[config.mk]
export PLATFORM = sky130hd
export DESIGN_NAME = fetch_queue
export DESIGN_NICKNAME = d
export VERILOG_FILES = /design/src/rtl/fetch_pkg.sv /design/src/rtl/fetch_fifo.sv /design/src/rtl/fetch_queue.sv
export SDC_FILE = /design/constraint.sdc
export NUM_CORES = 1
export LEC_CHECK = 0
export CORE_UTILIZATION = 29
export CTS_CLUSTER_DIAMETER = 100
export CTS_CLUSTER_SIZE = 12
export DETAILED_ROUTE_END_ITERATION = 10
export PLACE_DENSITY = 0.53
export SLEW_MARGIN = 10
export SYNTH_ARGS = -nofsm -noshare
export SYNTH_HDL_FRONTEND = slang
export SYNTH_SLANG_ARGS = --single-unit
[constraint.sdc]
create_clock -name clk -period 6.5 [get_ports clk]
set_input_delay 1.3 -clock clk [delete_from_list [all_inputs] [get_ports clk]]
set_output_delay 1.3 -clock clk [all_outputs]
set_load 0.01 [all_outputs]
[src/rtl/fetch_pkg.sv]
// Shared types and constants for the instruction fetch queue.
package fetch_pkg;

  // Fetch FSM states.
  typedef enum logic [1:0] {
    StBoot = 2'd0,
    StRun  = 2'd1,
    StHalt = 2'd2
  } fetch_state_e;

  // One queued fetch result: the request address and the returned instruction.
  typedef struct packed {
    logic [31:0] pc;
    logic [31:0] inst;
  } fetch_entry_t;

  // addi x0, x0, 0
  localparam logic [31:0] NopInst = 32'h0000_0013;

endpackage

[src/rtl/fetch_fifo.sv]
// Circular-buffer storage for fetch entries with synchronous flush.
// Push and pop may coincide at any occupancy; the caller guarantees no overflow.
module fetch_fifo
  import fetch_pkg::*;
#(
  parameter int unsigned DEPTH = 4,
  localparam int unsigned AW = $clog2(DEPTH),
  localparam int unsigned CW = AW + 1
) (
  input  logic         clk,
  input  logic         rst,
  input  logic         i_push,
  input  fetch_entry_t i_push_data,
  input  logic         i_pop,
  input  logic         i_flush,
  output fetch_entry_t o_head,
  output logic         o_full,
  output logic         o_empty,
  output logic [CW-1:0] o_count
);

  logic [AW-1:0] r_wptr;
  logic [AW-1:0] r_rptr;
  logic [CW-1:0] r_count;
  fetch_entry_t  r_mem [DEPTH];

  // Pointer and occupancy bookkeeping; flush drops everything.
  always_ff @(posedge clk or negedge rst) begin
    if (!rst) begin
      r_wptr  <= '0;
      r_rptr  <= '0;
      r_count <= '0;
    end else if (i_flush) begin
      r_wptr  <= '0;
      r_rptr  <= '0;
      r_count <= '0;
    end else begin
      if (i_push) r_wptr <= r_wptr + AW'(1);
      if (i_pop)  r_rptr <= r_rptr + AW'(1);
      r_count <= r_count + CW'(i_push) - CW'(i_pop);
    end
  end

  // Entry storage; contents need no reset since occupancy gates visibility.
  always_ff @(posedge clk) begin
    if (i_push && !i_flush) r_mem[r_wptr] <= i_push_data;
  end

  assign o_head  = r_mem[r_rptr];
  assign o_count = r_count;
  assign o_empty = (r_count == '0);
  assign o_full  = (r_count == CW'(DEPTH));

endmodule

[src/rtl/fetch_queue.sv]
// Instruction fetch front end: PC generation, credit-limited memory requests,
// redirect/kill handling and a decoupling queue toward decode.
// Optional feature: define FETCH_PERF_CNT_EN to add perf_fetched/perf_flushed counters.
module fetch_queue
  import fetch_pkg::*;
#(
  parameter logic [31:0] RESET_PC = 32'h0000_0000,
  parameter int unsigned DEPTH    = 4,
  localparam int unsigned CW = $clog2(DEPTH) + 1
) (
`ifdef FETCH_PERF_CNT_EN
  output logic [31:0] perf_fetched,
  output logic [31:0] perf_flushed,
`endif
  input  logic        clk,
  input  logic        rst,
  input  logic        fetch_en,
  input  logic        redirect_valid,
  input  logic [31:0] redirect_pc,
  output logic        mem_req,
  output logic [31:0] mem_addr,
  input  logic [31:0] mem_rdata,
  output logic        out_valid,
  input  logic        out_ready,
  output logic [31:0] out_inst,
  output logic [31:0] out_pc
);

  localparam logic [CW-1:0] DepthC = CW'(DEPTH);

  fetch_state_e  r_state;
  fetch_state_e  w_state_d;
  logic [31:0]   r_fetch_pc;
  logic [CW-1:0] r_credits;
  // A response arrives this cycle for a request issued last cycle; a redirect
  // in this cycle kills it by blocking the push.
  logic          r_inflight;
  logic [31:0]   r_inflight_pc;

  logic          w_mem_req;
  logic          w_push;
  logic          w_pop;
  logic          w_out_valid;
  logic          w_fifo_push;
  logic          w_fifo_pop;
  logic          w_fifo_full;
  logic          w_fifo_empty;
  logic [CW-1:0] w_fifo_count;
  fetch_entry_t  w_fifo_head;
  fetch_entry_t  w_resp;
  fetch_entry_t  w_head;
  logic [31:0]   w_redirect_target;

  // FSM state register.
  always_ff @(posedge clk or negedge rst) begin
    if (!rst) r_state <= StBoot;
    else      r_state <= w_state_d;
  end

  // FSM next state: leave BOOT unconditionally, then follow fetch_en.
  always_comb begin
    w_state_d = r_state;
    unique case (r_state)
      StBoot:  w_state_d = StRun;
      StRun:   if (!fetch_en) w_state_d = StHalt;
      StHalt:  if (fetch_en) w_state_d = StRun;
      default: w_state_d = StBoot;
    endcase
  end

  assign w_redirect_target = redirect_pc & ~32'h3;
  assign w_mem_req = (r_state == StRun) && fetch_en && !redirect_valid && (r_credits < DepthC);

  assign w_resp = '{pc: r_inflight_pc, inst: mem_rdata};
  assign w_push = r_inflight && !redirect_valid;

  // An empty queue forwards the arriving response straight to decode.
  assign w_head      = w_fifo_empty ? w_resp : w_fifo_head;
  assign w_out_valid = !redirect_valid && (!w_fifo_empty || r_inflight);
  assign w_pop       = w_out_valid && out_ready;
  assign w_fifo_push = w_push && !(w_fifo_empty && w_pop);
  assign w_fifo_pop  = w_pop && !w_fifo_empty;

  // PC, credits and in-flight tracking; redirect overrides everything.
  always_ff @(posedge clk or negedge rst) begin
    if (!rst) begin
      r_fetch_pc    <= RESET_PC;
      r_credits     <= '0;
      r_inflight    <= 1'b0;
      r_inflight_pc <= '0;
    end else begin
      r_inflight <= w_mem_req;
      if (w_mem_req) r_inflight_pc <= r_fetch_pc;
      if (redirect_valid) begin
        r_fetch_pc <= w_redirect_target;
        r_credits  <= '0;
      end else begin
        if (w_mem_req) r_fetch_pc <= r_fetch_pc + 32'd4;
        r_credits <= r_credits + CW'(w_mem_req) - CW'(w_pop);
      end
    end
  end

  fetch_fifo #(
    .DEPTH(DEPTH)
  ) u_fifo (
    .clk        (clk),
    .rst        (rst),
    .i_push     (w_fifo_push),
    .i_push_data(w_resp),
    .i_pop      (w_fifo_pop),
    .i_flush    (redirect_valid),
    .o_head     (w_fifo_head),
    .o_full     (w_fifo_full),
    .o_empty    (w_fifo_empty),
    .o_count    (w_fifo_count)
  );

  // Credits bound occupancy, so the queue can never be pushed while full without a pop.
  a_no_overflow: assert property (@(posedge clk) disable iff (!rst)
    !(w_fifo_full && w_fifo_push && !w_fifo_pop));
  a_credits_cover: assert property (@(posedge clk) disable iff (!rst)
    r_credits >= w_fifo_count);

`ifdef FETCH_PERF_CNT_EN
  logic [31:0] r_perf_fetched;
  logic [31:0] r_perf_flushed;

  // Delivered-instruction and discarded-work counters, both free-running.
  always_ff @(posedge clk or negedge rst) begin
    if (!rst) begin
      r_perf_fetched <= '0;
      r_perf_flushed <= '0;
    end else begin
      if (w_pop) r_perf_fetched <= r_perf_fetched + 32'd1;
      if (redirect_valid) begin
        r_perf_flushed <= r_perf_flushed + 32'(w_fifo_count) + 32'(r_inflight);
      end
    end
  end

  assign perf_fetched = r_perf_fetched;
  assign perf_flushed = r_perf_flushed;
`endif

  assign mem_req   = w_mem_req;
  assign mem_addr  = r_fetch_pc;
  assign out_valid = w_out_valid;
  assign out_inst  = w_out_valid ? w_head.inst : 32'h0;
  assign out_pc    = w_out_valid ? w_head.pc : 32'h0;

endmodule

## After elaboration in Yosys (flattened, before gate mapping)

Memory sizes are Yosys's and may differ from the RTL's.
Index checks and enable logic that the tools add are counted.

- Add/subtract/negate cells: 7
- Order comparisons: 1
- Equality and inequality tests: 4
- Muxes and demuxes: 16
- Reductions and logical operators: 20

Operator list:

| kind | count |
|---|---|
| $mux W32 | 4 |
| $mux W64 | 1 |
| $add A32 B3 Y32 const B | 1 |
| $mux W2 | 6 |
| $logic_and A1 B1 Y1 | 10 |
| $add A3 B1 Y3 | 2 |
| $mux W3 | 2 |
| $pmux W2 S3 | 1 |
| $reduce_bool A2 Y1 | 3 |
| $sub A3 B1 Y3 | 2 |
| $add A2 B1 Y2 const B | 2 |
| $ne A2 B2 Y1 const B | 2 |
| $logic_not A1 Y1 | 3 |
| $logic_not A3 Y1 | 1 |
| $lt A3 B3 Y1 const B | 1 |
| $eq A2 B1 Y1 const B | 1 |
| $eq A2 B2 Y1 const B | 1 |
| $logic_not A2 Y1 | 1 |
| $mux W1 | 2 |
| $reduce_and A2 Y1 | 1 |
| $logic_or A1 B1 Y1 | 1 |

- Flip-flop bits (word level): 77
- Memory bits (writable): 256
- Bits of input ports: 69
- Output and inout port bits: 98
- Word-level logic and storage cells: 57
- Memories: 1

Memory list:

| name | words | width | rd ports | clocked after memory_dff | write ports | line | source |
|---|---|---|---|---|---|---|---|
| u_fifo.r_mem | 4 | 64 | 1 | 0 | 1 | fetch_fifo.sv:25 | `fetch_entry_t r_mem [DEPTH];` |

## Depth between registers and ports, before layout

- Depth in word-level cells: 11
- Gate-level depth with buffers: 10
- Depth with buffers taken out: 9

## Cells and area by module

Synthesis repeated with hierarchy kept, for this count alone.

- Cell total of the unflattened synthesis: 825
- Area, all modules: 13932.1 um^2

Modules (own cells, without submodules):

| module | instances | cells an instance | area an instance (um^2) |
|---|---|---|---|
| fetch_fifo | 1 | 374 | 9700.6 |
| fetch_queue | 1 | 451 | 4231.6 |

## Least setup slack after synthesis

No wires, ideal clock.

- Kind: input to register
- Start: in redirect_valid
- End: mem u_fifo.r_mem[0][0] in the netlist's numbering (enable)
- Setup time: 0.426 ns
- Data arrival time: 3.487 ns
- Setup slack: 2.586 ns
- Stages on the path: 3
- Cell sequence: clkbuf_1 a211oi_1 and2_1

- Word-level cells in the longest chain between the ends: 9

Ends and longest elaborated chain:

| item | line | source |
|---|---|---|
| start: declaration | fetch_queue.sv:18 | `input logic redirect_valid,` |
| $logic_not A1 Y1 * | fetch_fifo.sv:46, fetch_queue.sv:75, fetch_queue.sv:79 |  |
| $logic_and A1 B1 Y1 | fetch_queue.sv:79 | `assign w_out_valid = !redirect_valid && (!w_fifo_empty \|\| r_inflight);` |
| $logic_and A1 B1 Y1 | fetch_queue.sv:80 | `assign w_pop = w_out_valid && out_ready;` |
| $logic_and A1 B1 Y1 | fetch_queue.sv:81 | `assign w_fifo_push = w_push && !(w_fifo_empty && w_pop);` |
| $logic_not A1 Y1 | fetch_queue.sv:81 |  |
| $logic_and A1 B1 Y1 | fetch_queue.sv:81 |  |
| $logic_and A1 B1 Y1 * | fetch_fifo.sv:46 | `if (i_push && !i_flush) r_mem[r_wptr] <= i_push_data;` |
| $mux W1 * | fetch_fifo.sv:46 |  |
| $mux W1 (not written as such) * | fetch_fifo.sv:46 |  |
| end: declaration | fetch_fifo.sv:25 |  |

Every way passes the cells marked *; elsewhere a longest branch is shown, timed or not.

## Worst setup path after layout

- Start: reg u_fifo.r_count[1] (netlist: u_fifo.o_count[1])
- End: out out_pc[19]

- Word-level cells in the longest chain between the ends: 5

Ends and longest elaborated chain:

| item | line | source |
|---|---|---|
| start: declaration | fetch_fifo.sv:24 | `logic [CW-1:0] r_count;` |
| start signal: assignment | fetch_fifo.sv:40 | `r_count <= r_count + CW'(i_push) - CW'(i_pop);` |
| $logic_not A3 Y1 * | fetch_fifo.sv:51 | `assign o_empty = (r_count == '0);` |
| $logic_not A1 Y1 | fetch_queue.sv:79 |  |
| $logic_or A1 B1 Y1 | fetch_queue.sv:79 |  |
| $logic_and A1 B1 Y1 | fetch_queue.sv:79 |  |
| $mux W32 * | fetch_queue.sv:150 | `assign out_pc = w_out_valid ? w_head.pc : 32'h0;` |
| end: declaration | fetch_queue.sv:26 | `output logic [31:0] out_pc` |

Marks and branches as above.

==> impl_results.md <==
* Status: completed
* Die area at 47400 um2
* Power, Total at around 6 mW
* CTS sink count at 321
* PostCTS Resize Cnt at 0
* P_leak at 5.25 nW
* DRC errors left at 0
* Worst path bufs/invs at 2
* Pre-antenna DRT Iters at 4
* Die X at 218 um
* Synth top area cells: edfxtp_1 (55%), dfrtp_1 (14%), mux4_2 (10%)
* Fillers at 4408
* Antenna cells at 0
* Syn Area/Cell at roughly 15 um2
* DR vias/cell at ~4.9
* DRT antenna net count at 0
* Syn. warnings at 0
* Vias in the first global route at slightly above 8000
* Area Growth Syn to Fin at 22.6%
* Syn Inst Count at 874
* Least-Margin Pin Slew at between 1 and 1.5 ns
* Htree depth at 1
* Worst path cell trace: or3_2, buf_4, nand2_1, a21oi_1, clkdlybuf4s50_1
* Largest area contributor in the netlist: edfxtp_1
* GR peak layer: met2
* DRT Wirelength at between 30000 and 40000 um
* Final Hold Vio Count at 0
* Setup TNS at 0 ns
* CTS buffer count at 30
* Crit path launch type: flop
* Clk network pwr share at approximately 28%
* Vias at between 7000 and 8000
* Min-Delay Path Class: reg -> reg
* CTS tree: done
* Worst reg2reg path depth at 4
* First-pass GRT wire length at just under 50000 um
* Critical Path RT at 5.20 ns
* Non-filler cells, final at between 1500 and 2000
* Max_slew headroom at roughly 22%
* All-Layer GR Usage at between 10 and 15%
* Nets@finish at 1096
* Initial DRC Count at 457
* Reported max-cap violation count at 0
* Pin count of the biggest net entering global routing at 76
* Hold slack at about 0.54 ns
* Later-pin clock latency in the skew report at approximately 0.56 ns
* Reg clk slew, reported paths at about 0.06 ns
* Synth top area share at 55.2%
* Storage cell area at 9280 um2
* Peak Freq at 212 MHz
* GP Congestion at about 0.73
* Routed len/inst at 19.8 um
* Hold-fix buffers, CTS at 0
* Endpoint type of the worst setup path: primary output
* Inst Count DP at about 1600
* Crit path max fanout at 38
* Met2 Use GR at approximately 22%
* Row count at 78
* Core Box Area at between 40000 and 50000 um2
* Max VDD drop at between 0.2 and 0.3 mV
* Synthesized flop and latch total at ~320
* Fin. max-slew vios at 0
* CP max stage delay at 0.85 ns
* CP delay by family, top: buffers and inverters
* Share of layout cells above drive strength 1 at about 15%
* Grt met1 use at 19.6%
* Input/output buffers at 160
* Unrepaired setup endpoints after global routing: false
* Sw power at between 1.5 and 2 mW
* Synth cell types at 38
* Final period util at about 73%
* Hold depth at 1
* GR met3 Demand/Resource at roughly 2%
* Final min period at 4.72 ns
* Cell Area, Synth at between 10000 and 15000 um2
* Num ports at around 170
* Worst path slowest cell: or3_2
* Sequential area share after synthesis at 68.7%
* Multi-input gate area in the final layout at a little under 4000 um2
* Crit path depth at 5
* Initial core utilization at between 20% and 30%
* Int Pwr at ~4.1 mW
* Die height at approximately 220 um
* Comb power frac at 24.4%
* Clk buf depth at 3
* Antenna violations before repair at 0
* Gr ovfl total at 0
* Detailed placement HPWL at roughly 19000 um
* Critical path class: reg -> out
* Sequential power share at a little under half
* Data arrival, critical path at about 3.4 ns
* Postcts setup bufs at 0
* Sw Ratio at between 30% and 40%
* PwrDens at about 350 nW/um2
* Root Buffer: clkbuf_16
* Worst Skew at ~0.015 ns
* Final setup fails at 0
routing by layer:
layer | wire length, um | vias up
li1 | - | 3678
met1 | 15100 | 4079
met2 | 15200 | 188
met3 | 1550 | 38
met4 | 590 | 0
met5 | 0 | -
synth_stat cells:
master,n
buf_2,10
xor2_1,10
clkbuf_1,39
ha_1,7
o31ai_1,16
nor3_1,1
inv_1,10
nand3_1,76
nor2b_1,2
a21oi_1,63
o21ai_0,12
buf_4,5
mux2_2,31
and4_4,1
nand4_1,11
and4bb_1,1
buf_1,7
and3_1,2
o211ai_1,4
or4_1,19
nor3_2,1
nand4_4,1
mux2i_1,2
conb_1,1
nor2_1,26
nand2_1,88
dfrtp_1,73
fa_1,2
a21o_1,1
mux4_2,62
a31oi_1,17
a211oi_1,1
xnor2_1,6
or3_1,3
edfxtp_1,248
and2_1,9
and4_1,3
buf_6,3
final timing paths:
check                                           endpoint  slack (ns)                    startpoint
max in group asynchronous   u_fifo.r_rptr[0]$_DFFE_PN0P_        4.89                           rst
hold / removal              u_fifo.r_wptr[0]$_DFFE_PN0P_        0.54  u_fifo.r_wptr[0]$_DFFE_PN0P_
hold reg to reg             u_fifo.r_wptr[0]$_DFFE_PN0P_        0.54  u_fifo.r_wptr[0]$_DFFE_PN0P_
min in group asynchronous        mem_addr[3]$_DFFE_PN0N_        0.89                           rst
setup reg to reg           u_fifo.r_mem[2][26]$_DFFE_PP_        2.77          r_inflight$_DFF_PN0_
setup / recovery                              out_pc[19]        1.78   u_fifo.o_count[1]$_DFF_PN0_
worst register-to-register path: cells and delay by family (launching register included):
family | cells | cell delay (ns)
compound gates | 1 | 0.79
buf+inv | 2 | 0.67
simple gates | 1 | 0.76
flops | 1 | 1.15
cell type report:
type                       count  share of cell area [%]
clock inverter                 1                  0.0302
sequential                   321                    56.1
multi-input combinational    482                    23.7
clock buffer                  54                    5.21
timing repair buffer         173                    10.2
inverter                      10                   0.227
tap                          600                    4.54
cell usage in the layout, fill, tap and decap left out, types with 3 or more instances in the layout:
master           netlist  routed
edfxtp_1             248     248
clkdlybuf4s50_1        0     158
nand2_1               88      88
nand3_1               76      76
dfrtp_1               73      70
a21oi_1               63      63
mux4_2                62      62
mux2_2                31      31
clkbuf_16              0      31
nor2_1                26      26
clkbuf_1              39      23
or4_1                 19      19
a31oi_1               17      17
o31ai_1               16      16
buf_4                  5      15
o21ai_0               12      12
nand4_1               11      11
inv_1                 10      10
xor2_1                10      10
ha_1                   7       7
xnor2_1                6       6
and2_1                 9       5
and2_4                 0       4
o211ai_1               4       4
conb_1                 1       4
and4_1                 3       3
flip-flops by register name, summed over array words and instances, names as in the netlist:
signal	count
mem_addr	30
r_credits	3
r_inflight	1
r_inflight_pc	30
r_state	2
u_fifo.o_count	3
u_fifo.r_mem	248
u_fifo.r_rptr	2
u_fifo.r_wptr	2
per-stage QoR:
step                      cell area (um2)  utilization (%)  setup WS (ns)
after CTS                           16600             36.2           1.66
after global placement              15700             34.3           2.00
after floorplan                     13500                -           2.59
after detailed placement            15700             34.3           2.01
after global routing                16600             36.2           1.57
final                               16600             36.2           1.78
cell families after synthesis:
kind of cell    count (synthesis)  share of synthesized area, %
compound gates                114                          4.79
xor+xnor                       16                          1.04
fa+ha+maj                       9                         0.946
buf+inv                        74                          2.46
flops                         321                          68.7
mux                            95                          13.1
other cells                     1                        0.0278
simple gates                  244                          8.94
power by group through the flow:
stage	Sequential (mW)	Combinational, mW	Clock, mW
4_1_cts	2.79	1.47	1.67
6_report	2.79	1.42	1.62
3_3_place_gp	2.82	1.45	0
3_5_place_dp	2.83	1.46	0
5_1_grt	2.83	1.57	1.75
2_1_floorplan	2.67	0.907	0
Note: power is estimated with default switching activity, not from simulation.
